`config.mk`:
```
export PLATFORM = sky130hd
export DESIGN_NAME = muldiv_unit
export DESIGN_NICKNAME = d
export VERILOG_FILES = /design/src/rtl/muldiv_unit.sv
export SDC_FILE = /design/constraint.sdc
export NUM_CORES = 1
export LEC_CHECK = 0
export CORE_MARGIN = 4
export CORE_UTILIZATION = 55
export CTS_BUF_LIST = sky130_fd_sc_hd__clkbuf_4 sky130_fd_sc_hd__clkbuf_8 sky130_fd_sc_hd__clkbuf_16
export DETAILED_ROUTE_END_ITERATION = 6
export PLACE_DENSITY = 0.75
export REMOVE_ABC_BUFFERS = 1
export SETUP_SLACK_MARGIN = 0.1
export SLEW_MARGIN = 0
export SYNTH_ARGS = -nofsm -noshare
export SYNTH_HDL_FRONTEND = slang
export SYNTH_SLANG_ARGS = --single-unit
```
`constraint.sdc`:
```
create_clock -name clk_I -period 20.5 [get_ports clk_I]
set_input_delay 6.15 -clock clk_I [delete_from_list [all_inputs] [get_ports clk_I]]
set_output_delay 6.15 -clock clk_I [all_outputs]
set_load 0.02 [all_outputs]
```
`src/rtl/muldiv_unit.sv`:
```
// Iterative multiply/divide unit: shift-add multiply and restoring divide on operand
// magnitudes, one iteration per cycle, with a fast path for divide-by-zero and signed overflow.
module muldiv_unit #(
    parameter int XLEN = 32
) (
    input  logic            clk_I,
    input  logic            rst_I,
    input  logic            valid_I,
    input  logic [2:0]      op_I,
    input  logic [XLEN-1:0] regA_I,
    input  logic [XLEN-1:0] regB_I,
    input  logic            kill_I,
    output logic            ready_O,
    output logic            valid_O,
    output logic [XLEN-1:0] result_O
);
    localparam int CW = $clog2(XLEN);
    localparam logic [CW-1:0] LAST = CW'(XLEN - 1);

    typedef enum logic [1:0] {IDLE, CALC, FIX, DONE} state_t;

    state_t            state;
    logic [CW-1:0]     count;
    logic [2:0]        op_q;
    logic [XLEN-1:0]   opnd;
    logic [XLEN-1:0]   res_q;
    logic [2*XLEN-1:0] acc;
    logic              neg_q;
    logic              neg_r;

    logic              is_div, sgn_a, sgn_b, a_neg, b_neg, div_zero, div_ovf;
    logic [XLEN-1:0]   a_mag_in, b_mag_in, fast_res;

    always_comb begin
        is_div   = op_I[2];
        sgn_a    = (op_I == 3'b001) || (op_I == 3'b010) || (op_I == 3'b100) || (op_I == 3'b110);
        sgn_b    = (op_I == 3'b001) || (op_I == 3'b100) || (op_I == 3'b110);
        a_neg    = sgn_a && regA_I[XLEN-1];
        b_neg    = sgn_b && regB_I[XLEN-1];
        a_mag_in = a_neg ? -regA_I : regA_I;
        b_mag_in = b_neg ? -regB_I : regB_I;
        div_zero = is_div && (regB_I == '0);
        div_ovf  = is_div && !op_I[0] && (regA_I == {1'b1, {(XLEN-1){1'b0}}}) && (regB_I == '1);
        if (div_zero) fast_res = op_I[1] ? regA_I : '1;
        else          fast_res = op_I[1] ? '0 : regA_I;
    end

    // acc holds {high, low} of the product for multiply and {remainder, quotient} for divide
    logic [XLEN:0]     mul_sum, div_diff;
    logic [XLEN-1:0]   new_rem;
    logic              qbit;
    logic [2*XLEN-1:0] mul_next, div_next, prod_s;
    logic [XLEN-1:0]   quo, rem, fix_res;

    always_comb begin
        mul_sum  = {1'b0, acc[2*XLEN-1:XLEN]} + {1'b0, (acc[0] ? opnd : {XLEN{1'b0}})};
        mul_next = {mul_sum, acc[XLEN-1:1]};
        div_diff = acc[2*XLEN-1:XLEN-1] - {1'b0, opnd};
        qbit     = !div_diff[XLEN];
        new_rem  = qbit ? div_diff[XLEN-1:0] : acc[2*XLEN-2:XLEN-1];
        div_next = {new_rem, acc[XLEN-2:0], qbit};
        prod_s   = neg_q ? -acc : acc;
        quo      = acc[XLEN-1:0];
        rem      = acc[2*XLEN-1:XLEN];
        case (op_q)
            3'b000:                 fix_res = prod_s[XLEN-1:0];
            3'b001, 3'b010, 3'b011: fix_res = prod_s[2*XLEN-1:XLEN];
            3'b100:                 fix_res = neg_q ? -quo : quo;
            3'b101:                 fix_res = quo;
            3'b110:                 fix_res = neg_r ? -rem : rem;
            default:                fix_res = rem;
        endcase
    end

    assign ready_O = (state == IDLE);

    // result_O is only loaded on the DONE->IDLE edge so a kill in DONE leaves it untouched
    always_ff @(posedge clk_I or posedge rst_I) begin
        if (rst_I) begin
            state    <= IDLE;
            count    <= '0;
            op_q     <= '0;
            opnd     <= '0;
            res_q    <= '0;
            acc      <= '0;
            neg_q    <= 1'b0;
            neg_r    <= 1'b0;
            valid_O  <= 1'b0;
            result_O <= '0;
        end else begin
            valid_O <= 1'b0;
            if (kill_I) begin
                state <= IDLE;
            end else begin
                case (state)
                    IDLE: if (valid_I) begin
                        op_q  <= op_I;
                        count <= '0;
                        neg_q <= a_neg ^ b_neg;
                        neg_r <= a_neg;
                        opnd  <= is_div ? b_mag_in : a_mag_in;
                        acc   <= {{XLEN{1'b0}}, (is_div ? a_mag_in : b_mag_in)};
                        if (div_zero || div_ovf) begin
                            res_q <= fast_res;
                            state <= DONE;
                        end else begin
                            state <= CALC;
                        end
                    end
                    CALC: begin
                        acc   <= op_q[2] ? div_next : mul_next;
                        count <= count + 1'b1;
                        if (count == LAST) state <= FIX;
                    end
                    FIX: begin
                        res_q <= fix_res;
                        state <= DONE;
                    end
                    default: begin
                        result_O <= res_q;
                        valid_O  <= 1'b1;
                        state    <= IDLE;
                    end
                endcase
            end
        end
    end
endmodule
```
## Word-level counts from Yosys, hierarchy flattened

Cells that the tools add are included.

- Equality and inequality tests: 19
- $lt $le $gt $ge: 0
- Reduce and logical (&&, ||, !) cells: 26
- $mul: 0
- Shift-type cells: 0
- Multiplexer cells: 28
- Bitwise logic cells: 3
- Div/mod/pow operators: 0
- Add/sub/neg operators: 8

Operators with widths:

| cell | number |
|---|---|
| $mux 32 | 13 |
| $mux 64 | 3 |
| $pmux 32 s5 | 1 |
| $neg 32->32 | 4 |
| $pmux 64 s2 | 1 |
| $eq 32x32->1 const B | 2 |
| $neg 64->64 | 1 |
| $pmux 32 s2 | 1 |
| $add 32x32->33 | 1 |
| $sub 33x32->33 | 1 |
| $logic_not 32->1 | 1 |
| $eq 3x3->1 const B | 5 |
| $pmux 5 s2 | 1 |
| $eq 3x2->1 const B | 3 |
| $mux 2 | 4 |
| $eq 3x1->1 const B | 2 |
| $logic_and 1x1->1 | 6 |
| $logic_or 1x1->1 | 6 |
| $ne 3x3->1 const B | 2 |
| $pmux 2 s3 | 1 |
| $reduce_and 3->1 | 2 |
| $reduce_or 3->1 | 2 |
| $add 5x1->5 const B | 1 |
| $eq 5x5->1 const B | 1 |
| other kinds (14) | 19 |

- RAM bits: 0
- ROM bits: 0
- Bits of input ports: 71
- Logic and storage cells: 94
- Flip-flop bits (word level): 173
- Output and inout port bits: 34
- Bits in latches: 0
- Memories: 0

## Longest topological paths before layout

- Depth after elaboration: 9
- Depth in mapped cells: 14
- Mapped depth without buffers: 12

## Worst setup path after synthesis

Ideal clock, no wire load.

- Path type: input to register
- Start point: input port regA_I[14]
- End point: register res_q[7]
- Required time: 20.381 ns
- Buffers on the path: 2
- Setup time: 0.119 ns
- Slack: 11.808 ns
- Stages: 9
- Data arrival time: 8.573 ns
- Path through: or4_1 -> or3_1 -> clkbuf_1 -> or3b_2 -> o22ai_1 -> a22o_1 -> clkbuf_1 -> o211ai_1 -> o21a_1

- Cells in the longest elaborated chain, start to end: 6

Ends and longest elaborated chain:

| element | line | text |
|---|---|---|
| start: declaration | 10 | `input logic [XLEN-1:0] regA_I,` |
| $eq 32x32->1 | 43 | `div_ovf = is_div && !op_I[0] && (regA_I == {1'b1, {(XLEN-1){1'b0}}}) && (regB_I == '1);` |
| $logic_and 1x1->1 (2 in series) | 43 |  |
| $logic_or 1x1->1 | 103 | `if (div_zero \|\| div_ovf) begin` |
| $ne 2x1->1 (no source line) | n/a |  |
| $reduce_and 4->1 (no source line) | n/a |  |
| end signal: assignment | 104 | `res_q <= fast_res;` |
| end signal: assignment | 116 | `res_q <= fix_res;` |
| end: declaration | 26 | `logic [XLEN-1:0] res_q;` |

Every way passes these cells.
A chain may end at the register's enable or synchronous reset.

## Final worst setup path

- Start point: input port regA_I[3]
- End point: register res_q[28]

The elaborated chain is that of the path after synthesis.

==> metrics.md <==
| Metric | Value |
|---|---|
| Setup Viol. Count Final | `0` |
| Pwr per Cell Area | `roughly 160 nW/um^2` |
| Synth Instances | `2,264` |
| # IOs | `between 100 and 150` |
| Synthesized area per cell | `~7.6 um^2` |
| Gpl congestion | `~1.0` |
| Routed Antenna Nets | `0` |
| Final setup margin | `~11 ns` |
| Reg2Reg Depth | `12` |
| TNS Setup | `0 ns` |
| Dominant synthesized flop cell | `dfrtp_1` |
| HP Class | `reg -> reg` |
| Critical path arrival | `10.09 ns` |
| Core Region | `30,830 um^2` |
| Postcts setup bufs | `0` |
| Int Pwr | `around 1500 uW` |
| Top cells by count, synth | `o21ai_0 (211), a21oi_1 (198), nor2_1 (198), nand2_1 (195), dfrtp_1 (173)` |
| Area leader, netlist | `dfrtp_1` |
| RSZ-0062 raised after global routing | `false` |
| Min Tclk post-route | `slightly below 10 ns` |
| Final instance area | `approximately 19,000 um^2` |
| GRT busiest layer | `met2` |
| Met3 usage | `between 6 and 7%` |
| ANT cells | `0` |
| Final hold vios | `0` |
| Vias | `18,307` |
| Cts hold-fix bufs | `0` |
| Pin count of the biggest net entering global routing | `around 120` |
| Async S/R FF share, synth | `100.0%` |
| Final WL | `63,770 um` |
| FILL cells | `roughly 2,800` |
| Sw Share | `roughly 53%` |
| Critical path's largest stage delay | `around 0.77 ns` |
| Startpoint Class | `input port` |
| Count leader, synth | `o21ai_0` |
| LEAKAGE | `a little under 0.008 uW` |
| Die Area | `34,390 um^2` |
| Clock power frac | `a little over a tenth` |
| Reg2reg end | `acc[60]` |
| Combinational share of power | `approximately two thirds` |
| Critical-path cell list | `clkdlybuf4s50_1 > nor4_1 > nand4_1 > or3b_2 > o22ai_1 > a22o_1 > buf_4 > nand2_1 > a221oi_1 > a21oi_1` |
| Die Span X | `between 150 and 200 um` |
| Critical path peak fanout | `26` |
| Max Cap Viol | `0` |
| Buf+Inv Stages, Crit Path | `2` |
| DIE HEIGHT | `between 150 and 200 um` |
| Min-Delay Endpoint | `res_q[4]` |
| First-pass GRT wire length | `96,970 um` |
| Final Skew | `0.01900 ns` |
| Vias in the first global route | `around 17,000` |
| Met1 GRT Util | `approximately 48%` |
| GR Overflow Total | `0` |
| Switching power total | `approximately 1700 uW` |
| Fraction of layout cells with a size suffix above 1 | `6.572%` |
| Family with the most delay on the worst path | `simple AND/OR/NAND/NOR gates` |
| CTS tree | `yes` |
| Post-synth EDFFs | `0` |
| Pre-CTS setup slack | `10.47 ns` |
| Hold Path Origin | `res_q[4]` |
| Synthesis Warnings | `0` |
| Cts bufs inserted | `17` |
| Yosys cell types | `between 80 and 90` |
| Period utilization | `between 40 and 50%` |
| IO buf count | `between 100 and 150` |
| Sequential power share | `between 20% and 30%` |
| Sequential fraction of the synthesis area | `between 20% and 30%` |
| FP Rows | `64` |
| Synth top area share | `between 20% and 30%` |
| Worst path slowest cell | `nor4_1` |
| H-tree levels | `4` |
| Initial DRC count | `2,266` |
| Worst EP required | `20.82 ns` |
| WL per Instance | `24.08 um` |
| CP endpoint kind | `flop` |
| Total GRT Usage | `between 30% and 40%` |
| CP Class | `in -> reg` |
| Violated checks | `DRC` |
| Area Overhead vs Synth | `9.834%` |
| Post-detail-place hpwl | `approximately 47,000 um` |
| Drt pass-1 iters | `7` |
| Initial antenna violation count | `1` |
| Slew margin rel. | `22.11%` |
| Area contributors post-synth | `dfrtp_1 (25%), o21ai_0 (6.1%), a21oi_1 (5.7%)` |
| DR DRC count | `1` |
| CTS resizes | `0` |
| Register clock-pin slew on the reported worst setup and hold paths | `0.07 ns` |
| Status | `finished, violations left` |
| Clock root buffer master | `clkbuf_16` |
| Initial Util | `a little under three fifths` |
| Hold Path Cell Cnt | `2` |
| Upper clock frequency limit | `0.1023 GHz` |
| Worst skew pair latency | `roughly 0.46 ns` |
| Max IR drop VDD | `around 0.12 mV` |
| Grt met2 use | `56.14%` |
| Slew Limit Fails | `0` |
| Mapped cell area | `17,320 um^2` |
| Reg2reg start | `acc[0]` |
| Reg2reg setup slack | `16.20 ns` |
| Clock sink total | `around 170` |
| Final nets | `approximately 2,400` |
| Clock Path Buffers | `2` |
| Placed cell area | `between 15,000 and 20,000 um^2` |
| Routed vias/inst | `6.914` |
| Seq cells post-synth | `between 150 and 200` |
| Slew @ Worst Pin | `~1.2 ns` |
| Fin Hold WS | `0.4787 ns` |
-- cell families (layout without fill, tap and decap cells) --
kind of cell    after synthesis  count (layout)  synth area share [%]
mux                          94              94                 5.795
compound gates              771             771                 28.44
xor+xnor                    164             164                 8.295
simple gates                695             695                 19.21
fa+ha+maj                   109             109                 7.514
flops                       173             173                 25.00
buf+inv                     258             246                 5.744
-- final cells by class --
type / count / area, um^2 / share of cell area [%]
tap: 396 / 495.5 / 2.605
clock inverter: 10 / 112.6 / 0.5921
sequential: 173 / 4330 / 22.77
timing repair buffer: 134 / 1261 / 6.631
clock buffer: 22 / 488.0 / 2.566
multi-input combinational: 1833 / 12030 / 63.23
inverter: 80 / 305.3 / 1.605
-- through the flow --
stage                     utilization, %  total power, uW  std cells
after floorplan                        -             2058       2086
after global placement             59.74             2669       2616
after detailed placement           59.74             2704       2616
after CTS                          61.69             3057       2648
after global routing               61.69             3323       2648
final                              61.69             3116       2648
-- flip-flops by register name (all words and copies together), names as in the netlist --
register and cells:
op_q 3, valid_O 1, neg_r 1, state 2, count 5, opnd 32
neg_q 1, res_q 32, result_O 32, acc 64
-- power groups by stage --
stage	clock, uW	sequential [uW]	combinational, uW
3_5_place_dp	0	704	2000
5_1_grt	359	722	2240
4_1_cts	345	698	2010
6_report	343	706	2070
2_1_floorplan	0	679	1380
3_3_place_gp	0	699	1970
-- worst max path at each step --
stage                         start   endpoint  slack, ns  depth (start not counted)
after floorplan               rst_I     acc[0]       9.66                          1
after global placement    regA_I[4]  res_q[28]      10.60                         10
after detailed placement  regA_I[3]  res_q[25]      10.47                          9
after CTS                 regA_I[3]  res_q[28]      10.98                         10
after global routing      regA_I[3]  res_q[22]      10.57                         10
final                     regA_I[3]  res_q[28]      10.73                         10
-- layout by cell type (no fill, tap or decap), types with 18 or more instances in the layout --
cell	n
a211oi_1	24
a21o_1	41
a21oi_1	198
a31oi_1	25
buf_4	30
clkdlybuf4s50_1	103
dfrtp_1	172
ha_1	76
inv_1	78
maj3_1	31
mux2_2	50
mux2i_1	44
nand2_1	194
nand3_1	40
nand4_1	31
nor2_1	195
nor3_1	62
nor4_1	25
o211ai_1	40
o21a_1	25
o21ai_0	211
o221ai_1	22
o31ai_1	41
or3_1	26
or4_1	18
xnor2_1	91
xor2_1	73
-- worst reg2reg max path, stage by stage (launching register included) --
cell      delay, ns
dfrtp_1        0.49
inv_1          0.20
buf_4          0.36
nor2_1         0.12
ha_1           0.33
o21a_1         0.21
a211oi_1       0.53
or4_1          0.30
a41oi_1        0.28
o41ai_1        0.59
o21ai_0        0.22
xor2_1         0.18
a221o_1        0.34
-- per-layer routing --
metal  up-vias  part of all wire (%)
li1       8279                     -
met1      8800                    41
met2      1022                    45
met3       206                   8.7
met4         0                   5.5
met5         -                     0
No activity file was read; power rests on OpenSTA's default activity.
